$ cat src/rtl/enigma_seq_ctrl.sv
// Sequencer for the rotor/reflector cipher chain: loads the configuration, takes host
// characters, steps the rotors odometer-style and issues each letter with a completion timeout.
module enigma_seq_ctrl #(
   parameter int TIMEOUT    = 64,
   parameter int SET_CYCLES = 2
) (
   input  logic       clk,
   input  logic       reset_n,
   input  logic       cfg_load,
   input  logic [4:0] cfg_pos1,
   input  logic [4:0] cfg_pos2,
   input  logic [4:0] cfg_pos3,
   input  logic [4:0] cfg_notch1,
   input  logic [4:0] cfg_notch2,
   input  logic [4:0] cfg_notch3,
   input  logic       in_valid,
   input  logic [7:0] in_char,
   output logic       in_ready,
   output logic       out_valid,
   output logic [7:0] out_char,
   input  logic       out_ready,
   output logic       busy,
   output logic       err_timeout,
   output logic       dp_set,
   output logic       dp_valid,
   output logic [7:0] dp_din,
   input  logic       dp_done,
   input  logic [7:0] dp_dout,
   output logic [4:0] pos1,
   output logic [4:0] pos2,
   output logic [4:0] pos3
);

   localparam logic [2:0] S_IDLE   = 3'd0;
   localparam logic [2:0] S_CONFIG = 3'd1;
   localparam logic [2:0] S_READY  = 3'd2;
   localparam logic [2:0] S_STEP   = 3'd3;
   localparam logic [2:0] S_ISSUE  = 3'd4;
   localparam logic [2:0] S_WAIT   = 3'd5;
   localparam logic [2:0] S_OUTPUT = 3'd6;

   localparam int SET_W = (SET_CYCLES > 1) ? $clog2(SET_CYCLES) : 1;
   localparam int TO_W  = (TIMEOUT > 1) ? $clog2(TIMEOUT) : 1;

   localparam logic [SET_W-1:0] SET_LAST = SET_W'(SET_CYCLES - 1);
   localparam logic [TO_W-1:0]  TO_LAST  = TO_W'(TIMEOUT - 1);

   localparam logic [7:0] CHAR_ERR = 8'h3F;

   logic [2:0]       state;
   logic [2:0]       state_nxt;
   logic [4:0]       notch1;
   logic [4:0]       notch2;
   logic [7:0]       char_q;
   logic [SET_W-1:0] set_cnt;
   logic [TO_W-1:0]  to_cnt;

   logic cfg_start;
   logic accept;
   logic is_letter;
   logic set_last;
   logic to_last;
   logic carry1;
   logic carry2;
   logic unused_cfg;

   // Turnover position of the slowest rotor has no effect on stepping.
   assign unused_cfg = ^cfg_notch3;

   // Increment modulo 26; out-of-range configured values fold back into 0..25.
   function automatic logic [4:0] inc_mod26(input logic [4:0] p);
      return (p >= 5'd25) ? (p - 5'd25) : (p + 5'd1);
   endfunction

   // NOTE: in_ready is decoded combinationally so a cfg_load in READY withdraws it in the same cycle.
   assign in_ready    = (state == S_READY) && !cfg_load;
   assign out_valid   = (state == S_OUTPUT);
   assign dp_set      = (state == S_CONFIG);
   assign dp_valid    = (state == S_ISSUE);
   assign dp_din      = char_q;
   assign busy        = (state != S_IDLE) && (state != S_READY);

   assign cfg_start = cfg_load && ((state == S_IDLE) || (state == S_READY));
   assign accept    = in_valid && in_ready;
   assign is_letter = (in_char >= 8'h41) && (in_char <= 8'h5A);
   assign set_last  = (set_cnt == SET_LAST);
   assign to_last   = (to_cnt == TO_LAST);
   assign carry1    = (pos1 == notch1);
   assign carry2    = carry1 && (pos2 == notch2);

   always_comb begin
      state_nxt = state;
      case (state)
         S_IDLE: begin
            if (cfg_load) state_nxt = S_CONFIG;
         end
         S_CONFIG: begin
            if (set_last) state_nxt = S_READY;
         end
         S_READY: begin
            if (cfg_load)    state_nxt = S_CONFIG;
            else if (accept) state_nxt = is_letter ? S_STEP : S_OUTPUT;
         end
         S_STEP:  state_nxt = S_ISSUE;
         S_ISSUE: state_nxt = S_WAIT;
         S_WAIT: begin
            if (dp_done || to_last) state_nxt = S_OUTPUT;
         end
         S_OUTPUT: begin
            if (out_ready) state_nxt = S_READY;
         end
         default: state_nxt = S_IDLE;
      endcase
   end

   // NOTE: every register here uses non-blocking assignment so all state updates see pre-edge values.
   always_ff @(posedge clk or negedge reset_n) begin
      if (!reset_n) state <= S_IDLE;
      else          state <= state_nxt;
   end

   always_ff @(posedge clk or negedge reset_n) begin
      if (!reset_n)                set_cnt <= '0;
      else if (state != S_CONFIG)  set_cnt <= '0;
      else                         set_cnt <= set_cnt + SET_W'(1);
   end

   always_ff @(posedge clk or negedge reset_n) begin
      if (!reset_n)               to_cnt <= '0;
      else if (state == S_ISSUE)  to_cnt <= '0;
      else if (state == S_WAIT)   to_cnt <= to_cnt + TO_W'(1);
   end

   // Rotor positions: loaded by configuration, stepped once per letter before it is issued.
   always_ff @(posedge clk or negedge reset_n) begin
      if (!reset_n) begin
         pos1   <= '0;
         pos2   <= '0;
         pos3   <= '0;
         notch1 <= '0;
         notch2 <= '0;
      end else if (cfg_start) begin
         pos1   <= cfg_pos1;
         pos2   <= cfg_pos2;
         pos3   <= cfg_pos3;
         notch1 <= cfg_notch1;
         notch2 <= cfg_notch2;
      end else if (state == S_STEP) begin
         pos1 <= inc_mod26(pos1);
         if (carry1) pos2 <= inc_mod26(pos2);
         if (carry2) pos3 <= inc_mod26(pos3);
      end
   end

   always_ff @(posedge clk or negedge reset_n) begin
      if (!reset_n)                                   char_q <= '0;
      else if ((state == S_READY) && accept && is_letter
               && !cfg_load)                          char_q <= in_char;
   end

   // A completion arriving on the final timeout cycle is taken as a valid result.
   always_ff @(posedge clk or negedge reset_n) begin
      if (!reset_n) begin
         out_char <= '0;
      end else if ((state == S_READY) && accept && !is_letter) begin
         out_char <= in_char;
      end else if (state == S_WAIT) begin
         if (dp_done)      out_char <= dp_dout;
         else if (to_last) out_char <= CHAR_ERR;
      end
   end

   always_ff @(posedge clk or negedge reset_n) begin
      if (!reset_n)                                   err_timeout <= 1'b0;
      else if (cfg_start)                             err_timeout <= 1'b0;
      else if ((state == S_WAIT) && !dp_done && to_last) err_timeout <= 1'b1;
   end

endmodule

$ cat config.mk
export PLATFORM = sky130hd
export DESIGN_NAME = enigma_seq_ctrl
export DESIGN_NICKNAME = d
export VERILOG_FILES = /design/src/rtl/enigma_seq_ctrl.sv
export SDC_FILE = /design/constraint.sdc
export NUM_CORES = 1
export LEC_CHECK = 0
export BUFFER_PORTS_ARGS = -buffer_cell sky130_fd_sc_hd__buf_2
export CORE_ASPECT_RATIO = 1.1
export CORE_MARGIN = 2
export CORE_UTILIZATION = 45
export DETAILED_ROUTE_END_ITERATION = 8
export GPL_ROUTABILITY_DRIVEN = 1
export PLACE_DENSITY = 0.7
export SLEW_MARGIN = 20
export SYNTH_ARGS = -nofsm -noshare
export SYNTH_HDL_FRONTEND = slang
export SYNTH_SLANG_ARGS = --single-unit
$ cat constraint.sdc
create_clock -name clk -period 4.15 [get_ports clk]
set_input_delay 0.415 -clock clk [delete_from_list [all_inputs] [get_ports clk]]
set_output_delay 0.415 -clock clk [all_outputs]
set_load 0.05 [all_outputs]
[Word-level counts from Yosys, hierarchy flattened]
Cells that the tools add are included.
Operators by class
  add/sub/neg operators: 8
  $lt $le $gt $ge: 5
  equality and inequality tests: 16
  mux-type cells: 28
  reductions and logical operators: 30
Operator list (number)
  5-bit two-way mux: 11
  8-bit two-way mux: 4
  3-bit two-way mux: 7
  3-bit case mux with 7 select lines: 1
  5-bit by 1-bit adder with 5-bit output (second input constant): 3
  5-bit >= comparator (second input constant): 3
  5-bit subtractor (second input constant): 3
  1-bit logical AND: 12
  6-bit two-way mux: 2
  2-bit nonzero test: 6
  5-bit == test: 2
  3-bit == test (second input constant): 3
  8-bit by 7-bit >= comparator with 1-bit output (second input constant): 1
  8-bit by 7-bit <= comparator with 1-bit output (second input constant): 1
  6-bit by 1-bit adder with 6-bit output (second input constant): 1
  3-bit by 2-bit == test with 1-bit output (second input constant): 2
  6-bit == test (second input constant): 1
  2-bit AND reduction: 3
  3-bit nonzero test: 2
  5-bit AND reduction: 1
  2-bit by 1-bit != test with 1-bit output (second input constant): 2
  2-bit != test (second input constant): 2
  3-bit by 1-bit == test with 1-bit output (second input constant): 1
  1-bit logical NOT: 3
  other kinds (7): 10
Word-level totals
  bits in registers: 52
  output and inout bits: 37

[Longest topological paths before layout]
Gate-level depths: netlist of run 1.
  depth in word-level cells: 7
  gate-level depth with buffers: 8

[Worst setup path before layout of run 1]
Ideal clock, no wire load.
  path type: input-to-reg
  start point: input port cfg_load
  end point: register char_q[0], in the netlist dp_din[0]
  setup time: 0.125 ns
  arrival time: 3.246 ns
  data required time: 4.025 ns
  path slack: 0.780 ns
  stages: 5
  path buffers: 2
  cells stage by stage: clkbuf_1 -> nor4b_1 -> and3_1 -> buf_2 -> mux2_2
Between the ends
  cells in the longest elaborated chain, start to end: 6
Ends and longest elaborated chain
  start, declared: RTL line 9  | input logic cfg_load,
  1-bit logical NOT: RTL line 76  | assign in_ready = (state == S_READY) && !cfg_load;
  1-bit logical AND: RTL line 76
  via in_ready: RTL line 18  | output logic in_ready,
  1-bit logical AND: RTL line 84  | assign accept = in_valid && in_ready;
  1-bit logical AND (2 in a row): RTL line 157  | else if ((state == S_READY) && accept && is_letter
  1-bit logical AND: RTL line 158  | && !cfg_load) char_q <= in_char;
  end signal, assigned: RTL line 156  | if (!reset_n) char_q <= '0;
  end, declared: RTL line 54  | logic [7:0] char_q;
The timed path passes the listed nets, and every way through them passes these cells.
A chain may end at the register's enable or synchronous reset.

[Worst setup path in the final report of run 1]
  start point: register state[2]
  end point: register out_char[1]
Between the ends
  cells in the longest elaborated chain, start to end: 7
  elaborated cells between the ends (all ways): 10
  classes of those cells: eq/ne (2); mux (1); reduce/logical (7)
Ends and longest elaborated chain
  start, declared: RTL line 50  | logic [2:0] state;
  start signal, assigned: RTL line 119  | else state <= state_nxt;
  3-bit by 2-bit == test with 1-bit output: RTL line 76, 165
  1-bit logical AND: RTL line 76
  1-bit logical AND: RTL line 84
  1-bit logical AND (2 in a row): RTL line 165  | end else if ((state == S_READY) && accept && !is_letter) begin
  3-bit nonzero test (no source line) or 2-bit nonzero test (tied branches)
  2-bit AND reduction (no source line)
  end signal, assigned: RTL line 166  | out_char <= in_char;
  end signal, assigned: RTL line 168  | if (dp_done) out_char <= dp_dout;
  end, declared: RTL line 20  | output logic [7:0] out_char,
Parallel ways exist; a longest one is shown, timed or not.

==> results of run 1 <==
registers in the layout, indices dropped and copies added (netlist names):
signal,cells
dp_din,8
err_timeout,1
notch1,5
notch2,5
out_char,8
pos1,5
pos2,5
pos3,5
set_cnt,1
state,3
to_cnt,6
area by class of cell:
class	instances	area, um2
clock buffers	6	72.57
clock inverters	2	35.03
fillers	564	2751
inverters	14	52.55
multi-input cells	242	1533
flip-flops and latches	52	1301
well taps	80	100.1
repair buffers	84	422.9
logic make-up after synthesis:
group | synth area share, %
AND/OR/NAND/NOR | 22.01
AO/OA/AOI/OAI | 16.25
flip-flops | 44.01
buffers and inverters | 4.147
XOR/XNOR | 5.036
multiplexers | 4.316
adder cells (fa/ha/maj) | 4.232
layer usage:
| layer | GRT usage (%) | share of wire, % | up-vias | routed length (um) |
|---|---|---|---|---|
| li1 | - | - | 1291 | - |
| met1 | 26.53 | 48 | 1197 | 3107 |
| met2 | 29.88 | 44 | 82 | 2862 |
| met3 | 5.455 | 7.6 | 6 | 492 |
| met4 | 4.160 | 0.77 | 0 | 50 |
| met5 | 0 | 0 | - | 0 |
worst max path at each step:
stage	startpoint	end	slack, ns
after floorplan	cfg_load	dp_din[0]$_DFFE_PN0P_	0.78
after global placement	state[0]$_DFFE_PN0P_	pos3[2]$_DFFE_PN0P_	1.91
after detailed placement	state[2]$_DFFE_PN0P_	out_char[1]$_DFFE_PN0P_	1.85
after CTS	state[2]$_DFFE_PN0P_	in_ready	1.83
after global routing	state[2]$_DFFE_PN0P_	out_char[1]$_DFFE_PN0P_	1.62
final	state[2]$_DFFE_PN0P_	out_char[1]$_DFFE_PN0P_	1.84
worst max-delay path: stages, from the launching register on:
cell and delay, ns:
dfrtp_1 0.56, nor4b_1 0.64, o311a_1 0.57, nor2_1 0.12, a221o_1 0.31
through the flow:
stage | setup WS [ns] | total power (uW) | hold WS [ns] | area, um2 | cells
floorplan | 0.7796 | 2209 | 0.1194 | 2957 | 322
global placement | 1.915 | 2507 | 0.4237 | 3410 | 472
detailed placement | 1.855 | 2545 | 0.4310 | 3410 | 472
CTS | 1.831 | 2900 | 0.2452 | 3517 | 480
global route | 1.619 | 3119 | 0.2822 | 3517 | 480
finish | 1.838 | 2877 | 0.2243 | 3517 | 480
cell usage in the layout, fill, tap and decap left out, drive strengths merged, types with 4 or more instances in the layout:
cell	instances
buf	84
nand2	58
dfrtp	52
o21ai	28
nor2	20
inv	14
xor2	13
nor3	10
a21oi	10
ha	10
nand3	6
o211ai	6
mux2i	6
or3	6
a221o	6
mux2	6
clkbuf	6
or4	4
nor2b	4
a31oi	4
xnor2	4
o21a	4
nand4	4
where the power goes:
part           internal, uW  switching [uW]
clock                   179             171
combinational           507            1040
sequential              711             267
total                  1400            1480
==> results.toml, run 1 <==
[clock_tree]
cts_resized = 0
hold_buffers = 0
cts_tree = "yes"
clockBufferDepth = 2
ctsRootBufferMaster = "clkbuf_8"
cts.reportedPaths.clkPinSlew_ns = 0.10
cts_setup_buffers = 0
h-tree-depth = 2
clock_latency_ns = 0.30
cts_made_buffers = 5
cts_sinks = 52

[die]
die_area_um2 = 7235
ioPinCount = 89
rows = 30
fp.dieH_um = 89.01
core_um2 = 6269
die_width_um = 81.29
start_util_pct = 47.17

[setup_path]
r2r_setup_slack_ns = 1.84
cp.required_ns = 4.35
crit_fanout = 17
worstSetupStartpointType = "register"
critPathArrivalTime_ns = 2.51
rr_worst_depth = 4
rr_startpoint = "state[2]$_DFFE_PN0P_"
criticalPathCategory = "reg -> reg"
end_kind = "register"
reg2reg_to = "out_char[1]$_DFFE_PN0P_"

[yosys]
yosysWarningCount = 0
yosys.area.top_type_share_pct = 44.01
synth_common_cells = "57 x nand2_1, 52 x dfrtp_1, 28 x o21ai_0"
async_flop_share_pct = 100.0
netlist_area_um2 = 2957
synth.ff_latch_count = 52
yosysUniqueCellTypes = 51
netlist_top_cells_area = "dfrtp_1 44%, nand2_1 7.2%, o21ai_0 4.7%, ha_1 4.2%, xor2_1 3.9%"
synthFlopType = "dfrtp_1"
synth_top_area_cell = "dfrtp_1"
syn-num-nets = 384
syn_area_per_cell_um2 = 9.182
syn_inst = 322
synth_edf_count = 0
synth-seq-area-share_pct = 44.01
synth_most_common_cell = "nand2_1"

[global_route]
antenna_found_initial = 0
grt_max_degree = 53
grt_pass1_vias = 2411
grt_overflow = 0
grt_pass1_wl_mm = 11.03
grtUsageTotal_pct = 19.12

[sta]
fin_setup_tns_ns = 0
max_freq_mhz = 432.5
worstMarginPinSlew_ns = 0.8684
relSlewSlack_pct = 42.11
final-hold-violation-count = 0
drv_slew = 0
setup_viol = 0
period_needed_ns = 2.312
grt_setup_unrepaired = "false"
timing.final.crit_share_pct = 55.71
fin_skew_ns = 0.007937

[finish]
final_nets = 461
area_delta_synth_final_pct = 18.96
diodes = 0
fin_util_pct = 56.11
layout-drive-gt1-share_pct = 26.50

[job]
maxCapViolCount = 0

[routing]
antenna_left = 0
drc = 0
routed-via-count = 2576
routedWlPerCell_um = 13.57
dr.pass1.iters = 4
drt-initial-drc-count = 73
routed_wl_mm = 6.512
drt-vias-per-instance = 5.367

[placement]
hpwlAfterDp_mm = 4.715
place_congestion = 0.8231
numPortBuffers = 83

[min_path]
hold_path.class = "in -> async"

[status]
outcome = "finished, final reports clean"

[pwr]
vdd_drop_max_mv = 0.3625
p_per_area_nw_per_um2 = 818.0
p_leak_uw = 0.001748
No activity file was read; power rests on OpenSTA's default activity.
==> run 2: changes to the inputs <==
--- a/config.mk
+++ b/config.mk
@@ -11,7 +11,7 @@
 export CORE_UTILIZATION = 45
 export DETAILED_ROUTE_END_ITERATION = 8
 export GPL_ROUTABILITY_DRIVEN = 1
-export PLACE_DENSITY = 0.7
+export PLACE_DENSITY = 0.73
 export SLEW_MARGIN = 20
 export SYNTH_ARGS = -nofsm -noshare
 export SYNTH_HDL_FRONTEND = slang
==> constraint.sdc (replaced) <==
create_clock -name clk -period 2.1 [get_ports clk]
set_input_delay 0.21 -clock clk [delete_from_list [all_inputs] [get_ports clk]]
set_output_delay 0.21 -clock clk [all_outputs]
set_load 0.05 [all_outputs]
==> results.toml, run 2 (synthesis results as in run 1) <==
[global_route]
grt_max_degree = 30
grt_pass1_vias = 2450
antenna_found_initial = 0
grt_overflow = 0
grtUsageTotal_pct = 19.96
grt_pass1_wl_mm = 11.36

[sta]
worstMarginPinSlew_ns = 0.5889
fin_setup_tns_ns = 0
holdWs_ns = 0.09479
relSlewSlack_pct = 60.74
setup_ws_ns = 0.1423
timing.final.crit_share_pct = 93.23
setup_viol = 0
grt_setup_unrepaired = "false"
final-hold-violation-count = 0
max_freq_mhz = 510.8
period_needed_ns = 1.958
drv_slew = 0
fin_skew_ns = 0.006189

[routing]
drt-vias-per-instance = 5.414
drc = 0
routedWlPerCell_um = 13.86
routed-via-count = 2680
drt-initial-drc-count = 79
antenna_left = 0
routed_wl_mm = 6.860
dr.pass1.iters = 4

[pwr]
p_per_area_nw_per_um2 = 1620
p_leak_uw = 0.001832
vdd_drop_max_mv = 0.9945

[setup_path]
reg2reg_to = "pos2[3]$_DFFE_PN0P_"
critical_path.max_stage_delay_ns = 0.50
end_kind = "register"
cp_num_buf_inv = 0
cp.required_ns = 2.33
r2r_setup_slack_ns = 0.14
worstSetupStartpointType = "register"
path_cells = "xor2_1, nor4_2, nand2_2, or4_1, a31oi_1"
rr_worst_depth = 5
cpLargestDelayFamily = "simple AND/OR/NAND/NOR gates"
critPathArrivalTime_ns = 2.19
crit_fanout = 7
crit_slowest_cell = "or4_1"
criticalPathCategory = "reg -> reg"
rr_startpoint = "pos1[1]$_DFFE_PN0P_"

[finish]
area_delta_synth_final_pct = 24.50
layout-drive-gt1-share_pct = 30.84
diodes = 0
mostFrequentLayoutCells = "83 x buf_2, 57 x nand2_1, 46 x dfrtp_1"
nFillCells = 550
multi_input_area_um2 = 1548
finalNonFillerCells = 495
final_nets = 476
final_common_cell = "buf_2"
seq_area_um2 = 1309

[clock_tree]
clockBufferDepth = 2
h-tree-depth = 2
cts_tree = "yes"
cts.reportedPaths.clkPinSlew_ns = 0.10
ctsRootBufferMaster = "clkbuf_8"
cts_made_buffers = 5
cts_sinks = 52
clock_latency_ns = 0.30

[die]
rows = 30
ioPinCount = 89
start_util_pct = 47.17
fp.dieH_um = 89.01
die_area_um2 = 7235
die_width_um = 81.29
core_um2 = 6269

[min_path]
holdCritStartpoint = "cfg_notch2[4]"
min_delay_worst_endpoint = "notch2[4]$_DFFE_PN0P_"
hold_path.class = "in -> reg"
min_path_cells = 3

[job]
maxCapViolCount = 0

[placement]
numPortBuffers = 83
placed_cells = 486
place_ws_ns = 0.1491
hpwlAfterDp_mm = 5.106
place_congestion = 0.8437

[status]
outcome = "finished, final reports clean"
-- run 2: worst max path at each step --
stage	startpoint	to	slack (ns)	cells past startpoint
global placement	pos3[0]$_DFFE_PN0P_	pos3[2]$_DFFE_PN0P_	0.20	5
finish	pos1[1]$_DFFE_PN0P_	pos2[3]$_DFFE_PN0P_	0.14	5
floorplan	pos1[2]$_DFFE_PN0P_	pos3[2]$_DFFE_PN0P_	0.006	6
detailed placement	pos1[1]$_DFFE_PN0P_	pos2[3]$_DFFE_PN0P_	0.15	5
CTS	pos1[1]$_DFFE_PN0P_	pos2[3]$_DFFE_PN0P_	0.11	5
global route	pos1[1]$_DFFE_PN0P_	pos2[3]$_DFFE_PN0P_	0.02	5
-- run 2: final cells by class --
type                       instances  share of cell area [%]
clock buffer                       6                   2.243
sequential                        52                   35.55
clock inverter                     2                   1.054
timing repair buffer              99                   14.96
inverter                          14                   1.428
tap                               80                   2.719
multi-input combinational        242                   42.05
-- run 2: what timing repair did --
item / CTS / global route
setup buffers: 0 / 0
resized for setup: 0 / 0
hold buffers: 1 / 0
endpoints found under the hold margin: 23 / 0
setup endpoints to repair: 0 / 0
-- run 2: power by group --
group	switching [uW]	internal (uW)
registers	423	1420
logic	2240	1150
clock network	345	390
total	3010	2960
-- run 2: stage by stage --
| stage | power (uW) | util, % | cell area, um2 |
|---|---|---|---|
| floorplan | 4397 | - | 2979 |
| global placement | 5164 | 56.63 | 3550 |
| detailed placement | 5251 | 56.63 | 3550 |
| CTS | 6007 | 58.72 | 3681 |
| global route | 6433 | 58.72 | 3681 |
| finish | 5965 | 58.72 | 3681 |
-- run 2: worst register-to-register path: cells and delay by family (launching register included) --
family          cells  cell delay, ns
compound gates      1            0.16
xor+xnor            1            0.20
flops               1            0.47
simple gates        3            1.05
-- run 2: metal layers --
metal  part of all wire (%)  global-route usage, %  vias up
met3                    8.2                  5.657        7
met5                      0                      0        -
met1                     45                  26.81     1253
met2                     45                  31.89       95
met4                    1.0                  4.931        0
li1                       -                      -     1325
==> run 3: changes to the inputs <==
--- a/config.mk
+++ b/config.mk
@@ -8,10 +8,10 @@
 export BUFFER_PORTS_ARGS = -buffer_cell sky130_fd_sc_hd__buf_2
 export CORE_ASPECT_RATIO = 1.1
 export CORE_MARGIN = 2
-export CORE_UTILIZATION = 45
+export CORE_UTILIZATION = 40
 export DETAILED_ROUTE_END_ITERATION = 8
 export GPL_ROUTABILITY_DRIVEN = 1
-export PLACE_DENSITY = 0.73
+export PLACE_DENSITY = 0.66
 export SLEW_MARGIN = 20
 export SYNTH_ARGS = -nofsm -noshare
 export SYNTH_HDL_FRONTEND = slang
==> results.toml, run 3 (synthesis results as in run 1) <==
[placement]
place_congestion = 0.7716
place_ws_ns = 0.08789
hpwlAfterDp_mm = 5.277
numPortBuffers = 83
dpl-instance-area_um2 = 3556
placed_cells = 491

[global_route]
antenna_found_initial = 0
grt.met3_usage_pct = 4.218
grt_max_degree = 32
grt_pass1_wl_mm = 11.65
grt_pass1_vias = 2516
grt_overflow = 0
grtUsageMet2_pct = 27.97
top_usage_layer = "met2"
use_met1_pct = 24.53
grtUsageTotal_pct = 18.00

[setup_path]
end_kind = "register"
worstSetupStartpointType = "register"
rr_startpoint = "pos3[0]$_DFFE_PN0P_"
critPathArrivalTime_ns = 2.13
cp-startpoint = "pos3[0]$_DFFE_PN0P_"
crit_fanout = 10
criticalPathCategory = "reg -> reg"
cp.required_ns = 2.29

[finish]
final_nets = 476
mostFrequentLayoutCells = "83 x buf_2, 57 x nand2_1, 46 x dfrtp_1"
nFillCells = 661
finalNonFillerCells = 500
final_common_cell = "buf_2"
diodes = 0
area_delta_synth_final_pct = 23.95
final_area_um2 = 3665
layout-drive-gt1-share_pct = 30.36

[die]
die_area_um2 = 8096
die_width_um = 85.97
ioPinCount = 89
fp.dieH_um = 94.17
start_util_pct = 41.72
core_um2 = 7087
rows = 32

[routing]
dr.pass1.iters = 6
drt-vias-per-instance = 5.410
routed-via-count = 2705
drc = 0
routed_wl_mm = 7.068
antenna_left = 0
routedWlPerCell_um = 14.14
drt-initial-drc-count = 86

[clock_tree]
cts_sinks = 52
h-tree-depth = 2
cts_tree = "yes"
clock_latency_ns = 0.30
cts_setup_buffers = 0
cts.reportedPaths.clkPinSlew_ns = 0.09
cts_made_buffers = 5
ctsRootBufferMaster = "clkbuf_8"
clockBufferDepth = 2

[pwr]
share_comb_of_total_power_pct = 58.6
p_switching_uw = 3007
pwr-share-seq_pct = 31.4
p_int_uw = 2843
pwr-share-clk_pct = 10.0
p_per_area_nw_per_um2 = 1596
vdd_drop_max_mv = 0.6436
p_sw_share_pct = 51.40
p_leak_uw = 0.001817

[sta]
worstMarginPinSlew_ns = 0.5344
setup_viol = 0
period_needed_ns = 1.938
fin_setup_tns_ns = 0
grt_setup_unrepaired = "false"
timing.final.crit_share_pct = 92.27
fin_skew_ns = 0.005242
max_freq_mhz = 516.1
setup_ws_ns = 0.1624
drv_slew = 0
relSlewSlack_pct = 64.37
final-hold-violation-count = 0

[job]
maxCapViolCount = 0

[min_path]
holdCritStartpoint = "cfg_notch1[3]"
hold_path.class = "in -> reg"

[status]
outcome = "finished, final reports clean"
==> run 3: final timing paths <==
kind | endpoint | slack, ns | cells past startpoint
setup / recovery | pos3[2]$_DFFE_PN0P_ | 0.16 | 5
hold / removal | notch1[3]$_DFFE_PN0P_ | 0.09 | 3
min in group asynchronous | notch1[3]$_DFFE_PN0P_ | 0.42 | 2
setup reg to reg | pos3[2]$_DFFE_PN0P_ | 0.16 | 5
max in group asynchronous | to_cnt[2]$_DFFE_PN0P_ | 1.12 | 3
hold reg to reg | set_cnt$_DFF_PN0_ | 0.46 | 1
==> run 3: timing repair <==
| item | CTS | global route |
|---|---|---|
| setup endpoints to repair | 0 | 5 |
| hold buffers | 1 | 0 |
| endpoints found under the hold margin | 21 | 0 |
| gates resized for setup | 0 | 1 |
==> run 3: per-stage QoR <==
stage	util [%]	hold slack (ns)	total power, uW
after global routing	51.71	0.09593	6285
after CTS	51.59	0.09050	5886
after global placement	50.18	0.2207	5178
after detailed placement	50.18	0.2259	5280
final	51.71	0.09388	5850
after floorplan	-	-0.08559	4397
==> run 3: per-layer routing <==
layer,up-vias,wire [um]
met4,0,100
met5,-,0
met1,1285,3323
met3,11,462
met2,82,3182
li1,1327,-
==> run 3: critical path, cell delays in order (launching register included) <==
cell,delay (ns)
dfrtp_2,0.48
or2_2,0.31
o311a_1,0.34
mux2i_1,0.15
mux2_2,0.26
a221o_1,0.29
==> run 3: power groups by stage <==
| stage | Clock, uW | Combinational [uW] | Sequential [uW] |
|---|---|---|---|
| after global placement | 0 | 3350 | 1820 |
| final | 588 | 3430 | 1830 |
| after floorplan | 0 | 1740 | 2660 |
| after detailed placement | 0 | 3440 | 1840 |
| after CTS | 610 | 3440 | 1830 |
| after global routing | 646 | 3740 | 1900 |
==> run 3: layout make-up <==
type,count,area (um2),share of cell area (%)
sequential,52,1309,35.71
inverter,14,52.55,1.434
tap,85,106.4,2.902
multi-input combinational,242,1556,42.47
timing repair buffer,99,550.5,15.02
clock buffer,8,90.09,2.458
